==> config.mk <==
export PLATFORM = sky130hd
export DESIGN_NAME = vga_fb_arb
export DESIGN_NICKNAME = d
export VERILOG_FILES = /design/src/rtl/vga_fb_arb.sv
export SDC_FILE = /design/constraint.sdc
export NUM_CORES = 1
export LEC_CHECK = 0
export ABC_AREA = 1
export BUFFER_PORTS_ARGS = -buffer_cell sky130_fd_sc_hd__buf_2
export CAP_MARGIN = 30
export CORE_ASPECT_RATIO = 1.5
export CORE_UTILIZATION = 59
export CTS_BUF_LIST = sky130_fd_sc_hd__clkbuf_2
export CTS_CLUSTER_SIZE = 24
export DETAILED_ROUTE_END_ITERATION = 6
export PLACE_DENSITY = 0.8
export SYNTH_ARGS = -nofsm -noshare
export SYNTH_HDL_FRONTEND = slang
export SYNTH_SLANG_ARGS = --single-unit
==> constraint.sdc <==
create_clock -name clk -period 3.7 [get_ports clk]
set_input_delay 0.74 -clock clk [delete_from_list [all_inputs] [get_ports clk]]
set_output_delay 0.74 -clock clk [all_outputs]
set_load 0.005 [all_outputs]
==> src/rtl/vga_fb_arb.sv <==
// Frame-memory arbiter: display reads take strict priority, and writer pixels are buffered and drained on blank cycles.
// Optional macro VGA_FB_ARB_STATS_EN enables the saturating writer-stall counter on stall_cnt.
module vga_fb_arb #(
    parameter int H_PIXELS   = 400,
    parameter int V_PIXELS   = 200,
    parameter int ADDR_W     = 17,
    parameter int FIFO_DEPTH = 4
) (
    input  logic              clk,
    input  logic              rst,
    input  logic              disp_ena,
    input  logic [9:0]        col,
    input  logic [7:0]        row,
    input  logic              wr_valid,
    output logic              wr_ready,
    input  logic [ADDR_W-1:0] wr_addr,
    input  logic [7:0]        wr_data,
    output logic              mem_en,
    output logic              mem_we,
    output logic [ADDR_W-1:0] mem_addr,
    output logic [7:0]        mem_wdata,
    input  logic [7:0]        mem_rdata,
    output logic              pix_valid,
    output logic [7:0]        pix_data,
    output logic [7:0]        stall_cnt,
    output logic [1:0]        dbg_state
);
    localparam int PTR_W = $clog2(FIFO_DEPTH);
    localparam int CNT_W = PTR_W + 1;

    typedef enum logic [1:0] {ST_IDLE, ST_READ, ST_DRAIN} state_t;

    state_t            state_q, state_d;
    logic [CNT_W-1:0]  count_q, count_d;
    logic [PTR_W-1:0]  wr_ptr_q, wr_ptr_d, rd_ptr_q, rd_ptr_d;
    logic              ready_q, ready_d;
    logic              mem_en_q, mem_en_d, mem_we_q, mem_we_d;
    logic [ADDR_W-1:0] mem_addr_q, mem_addr_d;
    logic [7:0]        mem_wdata_q, mem_wdata_d;
    logic              pix_valid_q, pix_valid_d;
    logic [7:0]        pix_data_q, pix_data_d;
    logic [ADDR_W-1:0] fifo_addr [FIFO_DEPTH];
    logic [7:0]        fifo_data [FIFO_DEPTH];
    logic              display, full, empty, push, pop;

    // Write handshake: a pixel transfers on the rising edge where wr_valid and wr_ready are both high.
    always_comb begin
        display     = disp_ena && (32'(col) < H_PIXELS) && (32'(row) < V_PIXELS);
        full        = (count_q == CNT_W'(FIFO_DEPTH));
        empty       = (count_q == '0);
        push        = wr_valid && ready_q && !full;
        pop         = !display && !empty;
        count_d     = count_q + CNT_W'(push) - CNT_W'(pop);
        wr_ptr_d    = wr_ptr_q + PTR_W'(push);
        rd_ptr_d    = rd_ptr_q + PTR_W'(pop);
        ready_d     = (count_d != CNT_W'(FIFO_DEPTH));
        mem_en_d    = 1'b0;
        mem_we_d    = 1'b0;
        mem_addr_d  = mem_addr_q;
        mem_wdata_d = mem_wdata_q;
        if (display) begin
            mem_en_d   = 1'b1;
            mem_addr_d = ADDR_W'(row) * ADDR_W'(H_PIXELS) + ADDR_W'(col);
        end else if (pop) begin
            mem_en_d    = 1'b1;
            mem_we_d    = 1'b1;
            mem_addr_d  = fifo_addr[rd_ptr_q];
            mem_wdata_d = fifo_data[rd_ptr_q];
        end
        // Read data returns while the read command is on the bus, so it is captured one edge later.
        pix_valid_d = mem_en_q && !mem_we_q;
        pix_data_d  = pix_valid_d ? mem_rdata : pix_data_q;
        state_d     = state_q;
        case (state_q)
            ST_IDLE, ST_READ: begin
                if (display)     state_d = ST_READ;
                else if (!empty) state_d = ST_DRAIN;
                else             state_d = ST_IDLE;
            end
            ST_DRAIN: begin
                if (display)                           state_d = ST_READ;
                else if (pop && count_d == '0)         state_d = ST_IDLE;
                else                                   state_d = ST_DRAIN;
            end
            default: state_d = ST_IDLE;
        endcase
    end

    always_ff @(posedge clk) begin
        if (rst) begin
            state_q     <= ST_IDLE;
            count_q     <= '0;
            wr_ptr_q    <= '0;
            rd_ptr_q    <= '0;
            ready_q     <= 1'b0;
            mem_en_q    <= 1'b0;
            mem_we_q    <= 1'b0;
            mem_addr_q  <= '0;
            mem_wdata_q <= '0;
            pix_valid_q <= 1'b0;
            pix_data_q  <= '0;
        end else begin
            state_q     <= state_d;
            count_q     <= count_d;
            wr_ptr_q    <= wr_ptr_d;
            rd_ptr_q    <= rd_ptr_d;
            ready_q     <= ready_d;
            mem_en_q    <= mem_en_d;
            mem_we_q    <= mem_we_d;
            mem_addr_q  <= mem_addr_d;
            mem_wdata_q <= mem_wdata_d;
            pix_valid_q <= pix_valid_d;
            pix_data_q  <= pix_data_d;
        end
    end

    always_ff @(posedge clk) begin
        if (push) begin
            fifo_addr[wr_ptr_q] <= wr_addr;
            fifo_data[wr_ptr_q] <= wr_data;
        end
    end

`ifdef VGA_FB_ARB_STATS_EN
    logic [7:0] stall_q;
    always_ff @(posedge clk) begin
        if (rst)                                        stall_q <= '0;
        else if (wr_valid && !ready_q && stall_q != 8'hFF) stall_q <= stall_q + 8'd1;
    end
    assign stall_cnt = stall_q;
`else
    assign stall_cnt = 8'd0;
`endif

    assign wr_ready  = ready_q;
    assign mem_en    = mem_en_q;
    assign mem_we    = mem_we_q;
    assign mem_addr  = mem_addr_q;
    assign mem_wdata = mem_wdata_q;
    assign pix_valid = pix_valid_q;
    assign pix_data  = pix_data_q;
    assign dbg_state = state_q;
endmodule

### Yosys cells after proc, flatten, opt, wreduce, memory -nomap -nowiden

Memories as Yosys holds them, arrays and structs flattened. A register that Yosys moved wholly into a read port is not among the register bits.
Cells that the tools add are included.

* register bits: 38
* RAM bits: 100
* output and inout port bits: 47
* word-level logic and storage cells: 55
* memories: 2

Memory list
* fifo_addr: depth 4, bits a word 17, rd ports 1, clocked after memory_dff 1, wr ports 1, RTL line 42 `logic [ADDR_W-1:0] fifo_addr [FIFO_DEPTH];`
* fifo_data: depth 4, bits a word 8, rd ports 1, clocked after memory_dff 1, wr ports 1, RTL line 43 `logic [7:0] fifo_data [FIFO_DEPTH];`

* add/sub/neg operators: 5
* multipliers: 1
* order comparisons: 2
* eq/ne operators: 4
* mux-type cells: 12
* bitwise gates (word level): 1
* reductions and logical operators: 18

Operators with widths (number)
* 17-bit two-way mux: 2
* 17-bit by 10-bit adder with 17-bit output: 1
* 8-bit by 5-bit multiplier with 13-bit output (second input constant): 1
* 10-bit by 9-bit less-than comparator with 1-bit output (second input constant): 1
* 2-bit two-way mux: 5
* 8-bit less-than comparator (second input constant): 1
* 1-bit logical AND: 7
* 3-bit zero test: 2
* 2-bit by 1-bit adder with 2-bit output: 2
* 1-bit zero test: 4
* 1-bit two-way mux: 4
* 2-bit one-hot mux with 2 select lines: 1
* 2-bit OR reduction: 2
* 3-bit by 1-bit adder with 3-bit output: 1
* 3-bit == test (second input constant): 1
* 3-bit != test (second input constant): 1
* 3-bit by 1-bit subtractor with 3-bit output: 1
* 2-bit by 1-bit == test with 1-bit output (second input constant): 1
* 2-bit == test (second input constant): 1
* 2-bit zero test: 1
* 2-bit AND reduction: 1
* 2-bit nonzero test: 1
* 1-bit inverter: 1

### Depth between registers and ports, before layout

* depth in word-level cells: 11
* mapped depth: 18
* gate-level depth less buffers: 18

### Worst setup path before layout

No wires, ideal clock.

* kind: input to register
* start point: input row[1]
* end point: register mem_addr_q[16], in the netlist mem_addr[16]
* library setup time: 0.119 ns
* arrival time: 3.290 ns
* data required time: 3.581 ns
* slack: 0.290 ns
* stages: 18
* path through: ha_1 > ha_1 > ha_1 > inv_1 > fa_1 > inv_1 > ha_1 > nand2_1 > nor2_1 > nand2_1 > nand3_1 > nand3_1 > nor2_1 > nand3_1 > nand2_1 > nand2_1 > nand2_1 > a21oi_1

* word-level cells in the longest chain between the ends: 5
* elaborated cells on any way between the ends: 8

Ends and longest elaborated chain
* start: declaration: RTL line 13 `input logic [7:0] row,`
* parallel branches: the longest is 5 deep, another holds 17-bit by 10-bit adder with 17-bit output
* end signal: assignment: RTL line 110 `mem_addr_q <= mem_addr_d;`
* end: declaration: RTL line 38 `logic [ADDR_W-1:0] mem_addr_q, mem_addr_d;`

Several ways; the timed one is not identified.
A chain may end at the register's enable or synchronous reset.

### Worst setup path after layout

Ends and elaborated chain as after synthesis.

==> summary.md <==
| Metric | Value |
|---|---|
| Synth-to-Final Area Change | 11.6% |
| Vias in the first global route | 5271 |
| Final Max Slew Viols | 0 |
| Core box area | 11200 um2 |
| Site row count | 47 |
| Period utilization | 0.836 |
| Register area | 3920 um2 |
| Overall routing resource usage | 0.260 |
| IO Pins | 102 |
| Xor and xnor area share after synthesis | 0.0102 |
| # diodes | 0 |
| Dpl ws | -52.3 ps |
| Clock slew at reported path FFs | 200 ps |
| CTS Buffer Depth | 2 |
| Mux share of post-synthesis cell area | 0 |
| Final GP Congestion | 0.872 |
| Synth Area in Adders | 0.0878 |
| Power Density | 640 nW/um2 |
| Worst setup EP type | flop |
| CTS buffer count | 17 |
| Fin cells | 939 |
| Die area | 12000 um2 |
| Crit path from | row[1] |
| Filler Cells Inserted | 874 |
| Postcts setup bufs | 0 |
| DRT iter0 DRCs | 265 |
| Initial antenna violation count | 0 |
| Hold depth | 1 |
| Worst VDD drop | 0.403 mV |
| Crit-path max FO | 4 |
| RSZ-0062 raised after global routing | false |
| Post-synth EDFFs | 100 |
| Worst skew pair latency | 660 ps |
| Post-CTS Hold Buffers | 0 |
| Mapped Cells | 683 |
| Sequential area share after synthesis | 0.574 |
| Area share of the largest cell type after synthesis | 0.439 |
| Worst Tran Pin Value | 832 ps |
| Hold_ws | 275 ps |
| Maxcap violations | 0 |
| Compound-cell area share of the yosys netlist | 0.104 |
| Crit path kind | primary input to flop |
| Fmax | 323 MHz |
| Post-synth top cells | 106 x nor2_1, 100 x edfxtp_1, 85 x nand2_1, 74 x o21ai_0, 59 x inv_1 |
| Final ANT Viol Nets | 0 |
| Die W | 89.9 um |
| Syn Area/Cell | 10.0 um2 |
| Required time of the critical path | 4320 ps |
| Main combinational cell family by area after synthesis | simple AND/OR/NAND/NOR gates |
| Reg2reg start | count_q[0] |
| Final setup violation count | 0 |
| Internal reg-to-reg setup slack | 800 ps |
| Routed wire length | 15.1 mm |
| Gr ovfl total | 0 |
| Drt drc | 0 |
| Total chip power | 4.88 mW |
| Outcome | finished, final reports clean |
| R2R depth | 14 |
| Nets@finish | 879 |
| Leakage | 3.34 nW |
| Top cells by area, synth | edfxtp_1 44%, dfxtp_1 13%, ha_1 7.3% |
| Clock tree sinks | 146 |
| Max_slew headroom | 0.444 |
| Synth Register Bits | 146 |
| Placed Cells | 907 |
| Post-CTS Resized | 0 |
| Multi-input gate area | 2530 um2 |
| H-tree depth | 4 |
| Post-synth top flop | edfxtp_1 |
| Critical Path Source Type | primary input |
| Ratio of cells with drive above 1 in the final layout | 0.202 |
| Number of I/O port buffers | 93 |
| 1st-pass router iterations | 5 |
| Post-Route Setup TNS | 0 ps |
| Clock Skew | 32.0 ps |
| Post-synth cell types | 43 |
| Simple-Gate Fraction of Synth Area | 0.161 |
| Count leader, synth | nor2_1 |
| CP arrival | 3710 ps |
| Synth warn | 0 |
| Cell at the root of the clock tree | clkbuf_2 |
| Largest net degree at the start of global routing | 53 |
| Final hold violations | 0 |
| Die height | 134 um |
| First-pass GRT wire length | 24.3 mm |
| Setup ws final | 608 ps |
| Final HPWL DP | 10.6 mm |
| Avg Vias per Cell | 5.47 |
| Vias post-DR | 5133 |
| Yosys top cell by area | edfxtp_1 |
| CTS tree | done |
| WL/cell | 16.1 um |
| Worst Hold Class | primary input to flop |
| Starting Density | 0.612 |
| Synth Cell Area | 6840 um2 |
| Final worst path period need | 3090 ps |
| Worst Min Path Start | wr_data[0] |
| Async SR Flop Fraction | 0 |
==> final cells by class <==
type / count / area share
well taps: 147 / 0.0241
inverters: 66 / 0.0324
flip-flops and latches: 146 / 0.514
clock inverters: 13 / 0.0144
clock buffers: 19 / 0.0125
multi-input cells: 445 / 0.332
repair buffers: 103 / 0.0708
==> power by group <==
group	total (mW)	switching, mW	internal, mW
registers	2.18	0.141	2.04
clock network	0.802	0.556	0.246
logic	1.90	1.23	0.667
==> worst max-delay path, cell delays in order <==
cell and delay [ps]:
buf_2 130, ha_1 290, ha_1 290, ha_1 300, inv_1 60, fa_1 530
inv_1 40, ha_1 300, nand2_1 70, nor2_1 120, nand2_1 90, nand3_1 120
nand3_1 160, nor2_1 130, nand3_1 90, nand2_1 70, nand2_1 40, a21oi_1 130
==> flip-flops by register name, summed over array words and instances (netlist names) <==
signal / count
count_q: 3
dbg_state: 2
fifo_addr: 68
fifo_data: 32
mem_addr: 17
mem_en: 1
mem_wdata: 8
mem_we: 1
pix_data: 8
pix_valid: 1
rd_ptr_q: 2
wr_ptr_q: 2
wr_ready: 1
==> kinds of logic (layout without fill, tap and decap cells) <==
kind of cell | Yosys count | in the layout
AND/OR/NAND/NOR | 253 | 253
flip-flops | 146 | 146
AO/OA/AOI/OAI | 131 | 131
buffers and inverters | 99 | 201
adder cells (fa/ha/maj) | 45 | 45
XOR/XNOR | 8 | 8
other | 1 | 8
==> placed cells by master (no fill, tap or decap), drive strengths merged, types with 4 or more instances in the layout <==
master,instances
conb,8
nand3b,4
edfxtp,100
a21oi,20
nand3,28
a31oi,5
nor2,108
nand2,95
ha,40
buf,103
dfxtp,46
nor3,11
xor2,4
inv,67
fa,5
xnor2,4
o22ai,22
clkinv,8
clkbuf,19
o21ai,76
==> stage by stage <==
step	area (um2)	util
3_3_place_gp	7430	0.665
3_5_place_dp	7430	0.665
6_report	7630	0.683
5_1_grt	7630	0.683
2_1_floorplan	6870	-
4_1_cts	7630	0.683
==> worst paths after layout <==
| check | to |
|---|---|
| max reg2reg | dbg_state[1] |
| min | fifo_data[3][0] |
| max | mem_addr[16] |
| min reg2reg | dbg_state[0] |
==> per-layer routing <==
metal | track usage | vias to the layer above | part of all wire
li1 | - | 2515 | -
met1 | 0.278 | 2421 | 0.38
met2 | 0.477 | 155 | 0.54
met3 | 0.0584 | 42 | 0.042
met4 | 0.140 | 0 | 0.035
met5 | 0 | - | 0
Note: power is estimated with default switching activity, not from simulation.
